==> src/rtl/move_reg_scroll_pkg.sv <==
// rtl/move_reg_scroll_pkg.sv - shared mode encodings for the digit scroll register
// Shared with the keypad/control FSM so both sides agree on Mode values and the dark-digit code.
package move_reg_pkg;

  localparam logic [2:0] MODE_CLEAR    = 3'b000;
  localparam logic [2:0] MODE_SHIFT_UP = 3'b001;
  localparam logic [2:0] MODE_SHIFT_DN = 3'b010;
  localparam logic [2:0] MODE_HOLD     = 3'b011;
  localparam logic [2:0] MODE_ROT_UP   = 3'b100;
  localparam logic [2:0] MODE_ROT_DN   = 3'b101;
  localparam logic [2:0] MODE_LOAD     = 3'b110;
  localparam logic [2:0] MODE_AUTO     = 3'b111;

  localparam int BLANK_CODE = 10;

endpackage

==> src/rtl/move_reg_scroll_if.sv <==
// rtl/move_reg_scroll_if.sv - control/data bundle between control FSM, scroll register and scanner
// master drives mode and data; slave returns the registered digits and status.
interface move_reg_scroll_if #(
  parameter int WIDTH = 4,
  parameter int DEPTH = 8
);
  localparam int FW = $clog2(DEPTH + 1);

  logic                   en;
  logic [2:0]             Mode;
  logic [WIDTH-1:0]       DinL;
  logic [WIDTH-1:0]       DinR;
  logic [WIDTH*DEPTH-1:0] Dpar;
  logic [WIDTH*DEPTH-1:0] Dout;
  logic [FW-1:0]          fill;
  logic                   full;
  logic                   scroll_tick;

  modport master (
    output en, Mode, DinL, DinR, Dpar,
    input  Dout, fill, full, scroll_tick
  );

  modport slave (
    input  en, Mode, DinL, DinR, Dpar,
    output Dout, fill, full, scroll_tick
  );

endinterface

==> src/rtl/move_reg_scroll_div.sv <==
// rtl/move_reg_scroll_div.sv - auto-scroll divider and step tick
// step is combinational so the rotate lands on the same edge that raises the registered tick.
module scroll_div #(
  parameter int SCROLL_DIV = 4
) (
  input  logic clkm,
  input  logic rst,
  input  logic run,
  input  logic clr,
  output logic step,
  output logic tick
);
  localparam int CW = (SCROLL_DIV > 1) ? $clog2(SCROLL_DIV) : 1;

  logic [CW-1:0] cnt;

  assign step = run && !clr && (cnt == CW'(SCROLL_DIV - 1));

  always_ff @(posedge clkm or posedge rst) begin
    if (rst) begin
      cnt  <= '0;
      tick <= 1'b0;
    end else if (clr) begin
      cnt  <= '0;
      tick <= 1'b0;
    end else if (run) begin
      if (step) begin
        cnt  <= '0;
        tick <= 1'b1;
      end else begin
        cnt  <= cnt + 1'b1;
        tick <= 1'b0;
      end
    end else begin
      tick <= 1'b0;
    end
  end

endmodule

==> src/rtl/move_reg_scroll.sv <==
// rtl/move_reg_scroll.sv - digit shift/rotate register with fill tracking and marquee scroll
// Feeds the multiplexed 7-seg scanner; slot i is Dout[i*WIDTH +: WIDTH].
module move_reg_scroll
  import move_reg_pkg::*;
#(
  parameter int WIDTH      = 4,
  parameter int DEPTH      = 8,
  parameter int BLANK      = BLANK_CODE,
  parameter int SCROLL_DIV = 4
) (
  input  logic              clkm,
  input  logic              rst,
  move_reg_scroll_if.slave  bus
);
  localparam int FW = $clog2(DEPTH + 1);

  logic [WIDTH-1:0]       slot [DEPTH];
  logic [WIDTH*DEPTH-1:0] dout;
  logic [FW-1:0]          fill_q;
  logic [FW-1:0]          fill_nxt;
  logic                   full_q;
  logic                   step;
  logic                   tick;
  logic                   is_clear;

  assign is_clear = (bus.Mode == MODE_CLEAR);

  scroll_div #(.SCROLL_DIV(SCROLL_DIV)) u_div (
    .clkm (clkm),
    .rst  (rst),
    .run  ((bus.Mode == MODE_AUTO) && bus.en),
    .clr  (bus.Mode != MODE_AUTO),
    .step (step),
    .tick (tick)
  );

  for (genvar i = 0; i < DEPTH; i++) begin : g_slot
    localparam int P = (i + DEPTH - 1) % DEPTH;
    localparam int N = (i + 1) % DEPTH;
    logic [WIDTH-1:0] nxt;

    always_comb begin
      nxt = slot[i];
      if (is_clear) begin
        nxt = WIDTH'(BLANK);
      end else if (bus.en) begin
        case (bus.Mode)
          MODE_SHIFT_UP: nxt = (i == 0) ? bus.DinL : slot[P];
          MODE_SHIFT_DN: nxt = (i == DEPTH - 1) ? bus.DinR : slot[N];
          MODE_ROT_UP:   nxt = slot[P];
          MODE_ROT_DN:   nxt = slot[N];
          MODE_LOAD:     nxt = bus.Dpar[i*WIDTH +: WIDTH];
          MODE_AUTO:     nxt = step ? slot[P] : slot[i];
          default:       nxt = slot[i];
        endcase
      end
    end

    always_ff @(posedge clkm or posedge rst) begin
      if (rst) slot[i] <= WIDTH'(BLANK);
      else     slot[i] <= nxt;
    end
  end

  // fill counts shift events, not non-blank content
  always_comb begin
    fill_nxt = fill_q;
    if (is_clear) begin
      fill_nxt = '0;
    end else if (bus.en) begin
      case (bus.Mode)
        MODE_SHIFT_UP, MODE_SHIFT_DN:
          fill_nxt = (fill_q == FW'(DEPTH)) ? fill_q : fill_q + 1'b1;
        MODE_LOAD: fill_nxt = FW'(DEPTH);
        default:   fill_nxt = fill_q;
      endcase
    end
  end

  always_ff @(posedge clkm or posedge rst) begin
    if (rst) begin
      fill_q <= '0;
      full_q <= 1'b0;
    end else begin
      fill_q <= fill_nxt;
      full_q <= (fill_nxt == FW'(DEPTH));
    end
  end

  always_comb begin
    dout = '0;
    for (int i = 0; i < DEPTH; i++) dout[i*WIDTH +: WIDTH] = slot[i];
  end

  assign bus.Dout        = dout;
  assign bus.fill        = fill_q;
  assign bus.full        = full_q;
  assign bus.scroll_tick = tick;

endmodule

==> src/flat_wrapper.sv <==
// flat-port wrapper written by rule: the top's interface ports become plain ports
module move_reg_scroll_flat import move_reg_pkg::*;
#(
  parameter int WIDTH      = 4,
  parameter int DEPTH      = 8,
  parameter int BLANK      = BLANK_CODE,
  parameter int SCROLL_DIV = 4
)
  (clkm, rst, bus_en, bus_Mode, bus_DinL, bus_DinR, bus_Dpar, bus_Dout, bus_fill, bus_full, bus_scroll_tick);
  move_reg_scroll_if #(.WIDTH(WIDTH), .DEPTH(DEPTH)) bus_i ();
  input  logic clkm;
  input  logic rst;
  input wire logic [$bits(bus_i.en)-1:0] bus_en;
  input wire logic [$bits(bus_i.Mode)-1:0] bus_Mode;
  input wire logic [$bits(bus_i.DinL)-1:0] bus_DinL;
  input wire logic [$bits(bus_i.DinR)-1:0] bus_DinR;
  input wire logic [$bits(bus_i.Dpar)-1:0] bus_Dpar;
  output wire logic [$bits(bus_i.Dout)-1:0] bus_Dout;
  output wire logic [$bits(bus_i.fill)-1:0] bus_fill;
  output wire logic [$bits(bus_i.full)-1:0] bus_full;
  output wire logic [$bits(bus_i.scroll_tick)-1:0] bus_scroll_tick;
  assign bus_i.en = bus_en;
  assign bus_i.Mode = bus_Mode;
  assign bus_i.DinL = bus_DinL;
  assign bus_i.DinR = bus_DinR;
  assign bus_i.Dpar = bus_Dpar;
  assign bus_Dout = bus_i.Dout;
  assign bus_fill = bus_i.fill;
  assign bus_full = bus_i.full;
  assign bus_scroll_tick = bus_i.scroll_tick;
  move_reg_scroll #(.WIDTH(WIDTH), .DEPTH(DEPTH), .BLANK(BLANK), .SCROLL_DIV(SCROLL_DIV)) u_core (.clkm(clkm), .rst(rst), .bus(bus_i));
endmodule
==> config.mk <==
export PLATFORM = sky130hd
export DESIGN_NAME = move_reg_scroll_flat
export DESIGN_NICKNAME = d
export VERILOG_FILES = /design/src/rtl/move_reg_scroll_pkg.sv /design/src/rtl/move_reg_scroll_if.sv /design/src/rtl/move_reg_scroll_div.sv /design/src/rtl/move_reg_scroll.sv /design/src/flat_wrapper.sv
export SDC_FILE = /design/constraint.sdc
export NUM_CORES = 1
export LEC_CHECK = 0
export CORE_MARGIN = 1
export CORE_UTILIZATION = 53
export CTS_BUF_LIST = sky130_fd_sc_hd__clkbuf_8
export CTS_CLUSTER_DIAMETER = 80
export DETAILED_ROUTE_END_ITERATION = 7
export HOLD_SLACK_MARGIN = 0.08
export PLACE_DENSITY_LB_ADDON = 0.3
export SKIP_CTS_REPAIR_TIMING = 1
export SYNTH_ARGS = -nofsm -noshare
export SYNTH_HDL_FRONTEND = slang
export SYNTH_SLANG_ARGS = --single-unit
==> constraint.sdc <==
create_clock -name clkm -period 4.15 [get_ports clkm]
set_input_delay 1.245 -clock clkm [delete_from_list [all_inputs] [get_ports clkm]]
set_output_delay 1.245 -clock clkm [all_outputs]
set_load 0.01 [all_outputs]
== Yosys cells after proc, flatten, opt, wreduce, memory -nomap -nowiden ==
Index checks and enable logic that the tools add are counted.
Storage, ports and cells
  bits in registers: 40
  input port bits: 46
  output and inout port bits: 38
  logic and storage cells: 83
Cells by class
  $add $sub $neg: 2
  eq/ne operators: 11
  multiplexer cells: 42
  reduce and logical (&&, ||, !) cells: 16
Operator list (number)
  2-to-1 mux 4 bit: 27
  one-hot mux 4 bit (4 select lines): 6
  one-hot mux 4 bit (5 select lines): 2
  == test 3 bit (second input constant): 4
  nonzero test 6 bit: 2
  AND reduction 3 bit: 3
  == test 4 bit (second input constant): 2
  one-hot mux 4 bit (2 select lines): 1
  2-to-1 mux 2 bit: 3
  OR reduction 2 bit: 3
  nonzero test 5 bit: 1
  adder 4 x 1 -> 4 bit (second input constant): 1
  nonzero test 2 bit: 2
  == test 3 x 1 -> 1 bit (second input constant): 1
  == test 3 x 2 -> 1 bit (second input constant): 1
  logical AND 1 bit: 3
  logical NOT 3 bit: 1
  2-to-1 mux 1 bit: 3
  != test 3 x 1 -> 1 bit (second input constant): 1
  != test 3 bit (second input constant): 1
  adder 2 x 1 -> 2 bit (second input constant): 1
  == test 2 bit (second input constant): 1
  logical NOT 1 bit: 1

== Depth between registers and ports, before layout ==
  depth after elaboration: 8
  depth in mapped cells: 7

== Hierarchy ==
From an unflattened synthesis, not the netlist that was laid out.
Second synthesis, totals
  cells, all modules: 271
  area, all modules: 2585.0 um2
Modules (own cells, without submodules)
  move_reg_scroll: instances 1, cells an instance 259, area each 2442.3 um2, sequential area each 945.9 um2
  scroll_div: instances 1, cells an instance 12, area each 142.6 um2, sequential area each 75.1 um2

== Worst setup path before layout ==
Ideal clock, no wire load.
  path kind: input port to flip-flop
  start point: input port bus_Mode[1]
  end point: register u_core.slot, in the netlist u_core.bus.Dout[16]
  library setup time: 122 ps
  arrival time: 2457 ps
  path slack: 1571 ps
  stages: 6
  buffers on the path: 2
  cells stage by stage: buf_4 or3b_1 and2_1 buf_6 or2_0 a32o_1
Between the ends
  cells in the longest elaborated chain, start to end: 6
  elaborated cells on any way between the ends: 21
  those cells by class: eq/ne: 8; mux: 3; reduce/logical: 10
RTL lines
  start: declaration: line flat_wrapper.sv:14  | input wire logic [$bits(bus_i.Mode)-1:0] bus_Mode;
  branches (longest 6 deep; another with one-hot mux 4 bit (4 select lines))
  end signal: indexed assignment: line move_reg_scroll.sv:60  | if (rst) slot[i] <= WIDTH'(BLANK);
  end signal: indexed assignment: line move_reg_scroll.sv:61  | else slot[i] <= nxt;
  end: declaration: line move_reg_scroll.sv:17  | logic [WIDTH-1:0] slot [DEPTH];
Several ways; the timed one is not identified. The select of a mux whose other input is x is not followed.
A chain may end at the register's enable or synchronous reset.

== Worst setup path after layout ==
  start point: input port bus_Mode[2]
  end point: register u_core.slot, in the netlist u_core.bus.Dout[12]
The elaborated chain is that of the path after synthesis.

==> qor.yml <==
clock_tree:
  cts_buffer_depth: 2
  cts_num_sinks: 40
  clock_latency_ns: 0.29
  clockRootBuffer: "clkbuf_8"
  path_clk_slew_ns: 0.08
  cts-buffers-inserted: 5
  htreeDepth: 2
  cts_tree: "built"
synth:
  synth-seq-cells: 40
  synth-seq-area-share: 0.3481
  syn_avg_cell_area_sq_um: 8.969
  synth_top_flop_cell: "dfrtp_1"
  syn_nets: 376
  synth-edff-count: 0
  synth_area_sq_um: 2933
  yosys_warnings: 0
  synth.distinct_cells: 57
  netlist_instances: 327
  synthArstFlopShare: 1.000
final_layout:
  fillers: 419
  area_growth_pct: 31.10
  stdcell_count: 467
  antenna_cells: 0
  design_area_sq_um: 3845
  seq_area_sq_um: 1021
  finish.utilization: 0.7387
  multi_input_area_sq_um: 1728
  drive_above_1_share: 0.1335
  final_nets: 445
worst_setup_path:
  rrSetupSlack_ns: 1.96
  cp-start-kind: "primary input"
  r2r_cells: 5
  regToRegStartpoint: "u_core.u_div.cnt[0]"
  r2r_end: "u_core.bus.Dout[12]"
  required_ns: 4.30
  cp-end-kind: "flop"
  arrival_ns: 3.48
  crit_path_max_fanout: 22
  crit_type: "primary input to flop"
pwr:
  comb_power_share: 0.390
  total_leakage_power_uw: 0.001515
  power.internal_uw: 940.3
  netSwitchingPower_uw: 496.6
  finalPower_uw: 1437
  powerDensity_nw_per_um2: 373.7
  pwr-share-seq: 0.426
  irDropWorstVdd_mv: 0.2038
  power_frac_clock: 0.185
  switching_share: 0.3456
timing:
  setup_viol: 0
  slew_viol_final: 0
  max_freq_mhz: 299.9
  rsz0062_at_grt: "false"
  layout_min_cycle_time_ns: 3.335
  slew_headroom: 0.5745
  fin_skew_ns: 0.007414
  hold_violations: 0
  post-route-period-util: 0.8036
  tightestPinTransition_ns: 0.6382
  setup_tns_ns: 0
min_path:
  hp-start: "u_core.bus.Dout[1]"
  min_to: "u_core.bus.Dout[1]"
  hold_path_class: "flop to flop"
  hold-path-cell-count: 2
placement:
  place_inst: 459
  gp_congestion: 0.8670
  io_buffers: 83
  placed_cell_area_sq_um: 3755
  dp_hpwl_mm: 6.058
global_routing:
  antenna_found_initial: 0
  track_usage: 0.3079
  grt_pass1_wl_mm: 14.28
  grt_pass1_vias: 2858
  grt_max_degree: 41
  overflow: 0
floorplan:
  chipWidth_microns: 76.39
  initial_utilization: 0.5635
  rows: 26
  die_h_microns: 76.39
  coreArea_sq_um: 5205
  dieArea_sq_um: 5835
  num_io_pins: 84
drt:
  dr.pass1.iters: 5
  first_iter_violations: 242
  num_vias: 3031
  drc: 0
  avgViaCountPerCell: 6.490
  postRouteAntennaNets: 0
  finalWirelength_mm: 8.609
  drt-wirelength-per-cell_microns: 18.43
run_status:
  status: "completed"
job:
  maxCapViolations: 0
==> worst max path at each step <==
stage                startpoint             endpoint  slack, ns
global placement    bus_Mode[2]  u_core.bus.Dout[30]       0.67
detailed placement  bus_Mode[2]  u_core.bus.Dout[12]       0.58
CTS                 bus_Mode[2]  u_core.bus.Dout[12]       0.89
finish              bus_Mode[2]  u_core.bus.Dout[12]       0.82
global route        bus_Mode[2]  u_core.bus.Dout[22]       0.63
floorplan           bus_Mode[1]  u_core.bus.Dout[16]       1.57
==> final cells by class <==
type | instances | share of cell area
Timing Repair Buffer | 91 | 0.2291
Clock inverter | 2 | 0.001952
Tap cell | 70 | 0.02278
Multi-Input combinational cell | 248 | 0.4494
Inverter | 10 | 0.009762
Clock buffer | 6 | 0.02148
Sequential cell | 40 | 0.2655
==> cell usage after synthesis (5+ instances only) <==
master / count / area (sq um)
nand2b_1: 7 / 43.79
nor2_1: 17 / 63.81
clkbuf_1: 7 / 26.28
mux2i_1: 9 / 90.09
nor3_1: 6 / 30.03
inv_1: 10 / 37.54
nor3b_1: 6 / 45.04
o21ai_0: 25 / 125.1
a32o_1: 5 / 50.05
nor2b_1: 11 / 68.82
a211oi_1: 7 / 52.55
dfstp_2: 16 / 420.4
o22ai_1: 23 / 143.9
mux2_2: 9 / 101.4
buf_4: 6 / 45.04
o31ai_1: 8 / 60.06
buf_2: 15 / 75.07
o2bb2ai_1: 9 / 78.83
nand2_1: 32 / 120.1
o221ai_1: 7 / 61.31
dfrtp_1: 24 / 600.6
==> flip-flops by register name (all words and copies together), names as in the netlist <==
signal / flops
u_core.bus.Dout: 32
u_core.bus.fill: 4
u_core.u_div.tick: 1
u_core.bus.full: 1
u_core.u_div.cnt: 2
==> layer usage <==
layer  share of wire  global-route usage  vias up
met4           0.025              0.1077        0
met2            0.48              0.5054      189
met3           0.085             0.04551       23
li1                -                   -     1376
met5               0                   0        -
met1            0.42              0.4138     1443
==> critical path, cell delays in order <==
cell	delay (ns)
clkdlybuf4s50_1	0.70
a21boi_0	0.53
a2bb2oi_4	0.46
or2_0	0.35
o21ai_0	0.18
==> power by group through the flow <==
stage               clock (uW)  sequential (uW)  combinational, uW
floorplan                    0              618                272
finish                     265              612                560
global placement             0              610                541
detailed placement           0              613                555
global route               288              626                603
CTS                        267              608                559
==> logic make-up after synthesis <==
kind of cell | share of synthesized area
xor+xnor | 0.005548
simple gates | 0.1817
mux | 0.08063
flops | 0.3481
buf+inv | 0.06655
fa+ha+maj | 0.01280
compound gates | 0.3046
==> stage by stage <==
stage	setup slack (ns)	hold slack [ns]
final	0.8152	0.5117
after global routing	0.6320	0.5391
after CTS	0.8869	0.5135
after detailed placement	0.5756	0.5012
after global placement	0.6700	0.4880
after floorplan	1.571	0.4904
==> placed cells by master, fill, tap and decap left out, types with 11 or more instances in the layout <==
master           count
nor2_1              17
clkdlybuf4s50_1     81
o21ai_0             25
dfstp_2             16
inv_1               12
nand2_1             32
o22ai_1             23
nor2b_1             11
dfrtp_1             24
No activity file was read; power rests on OpenSTA's default activity.
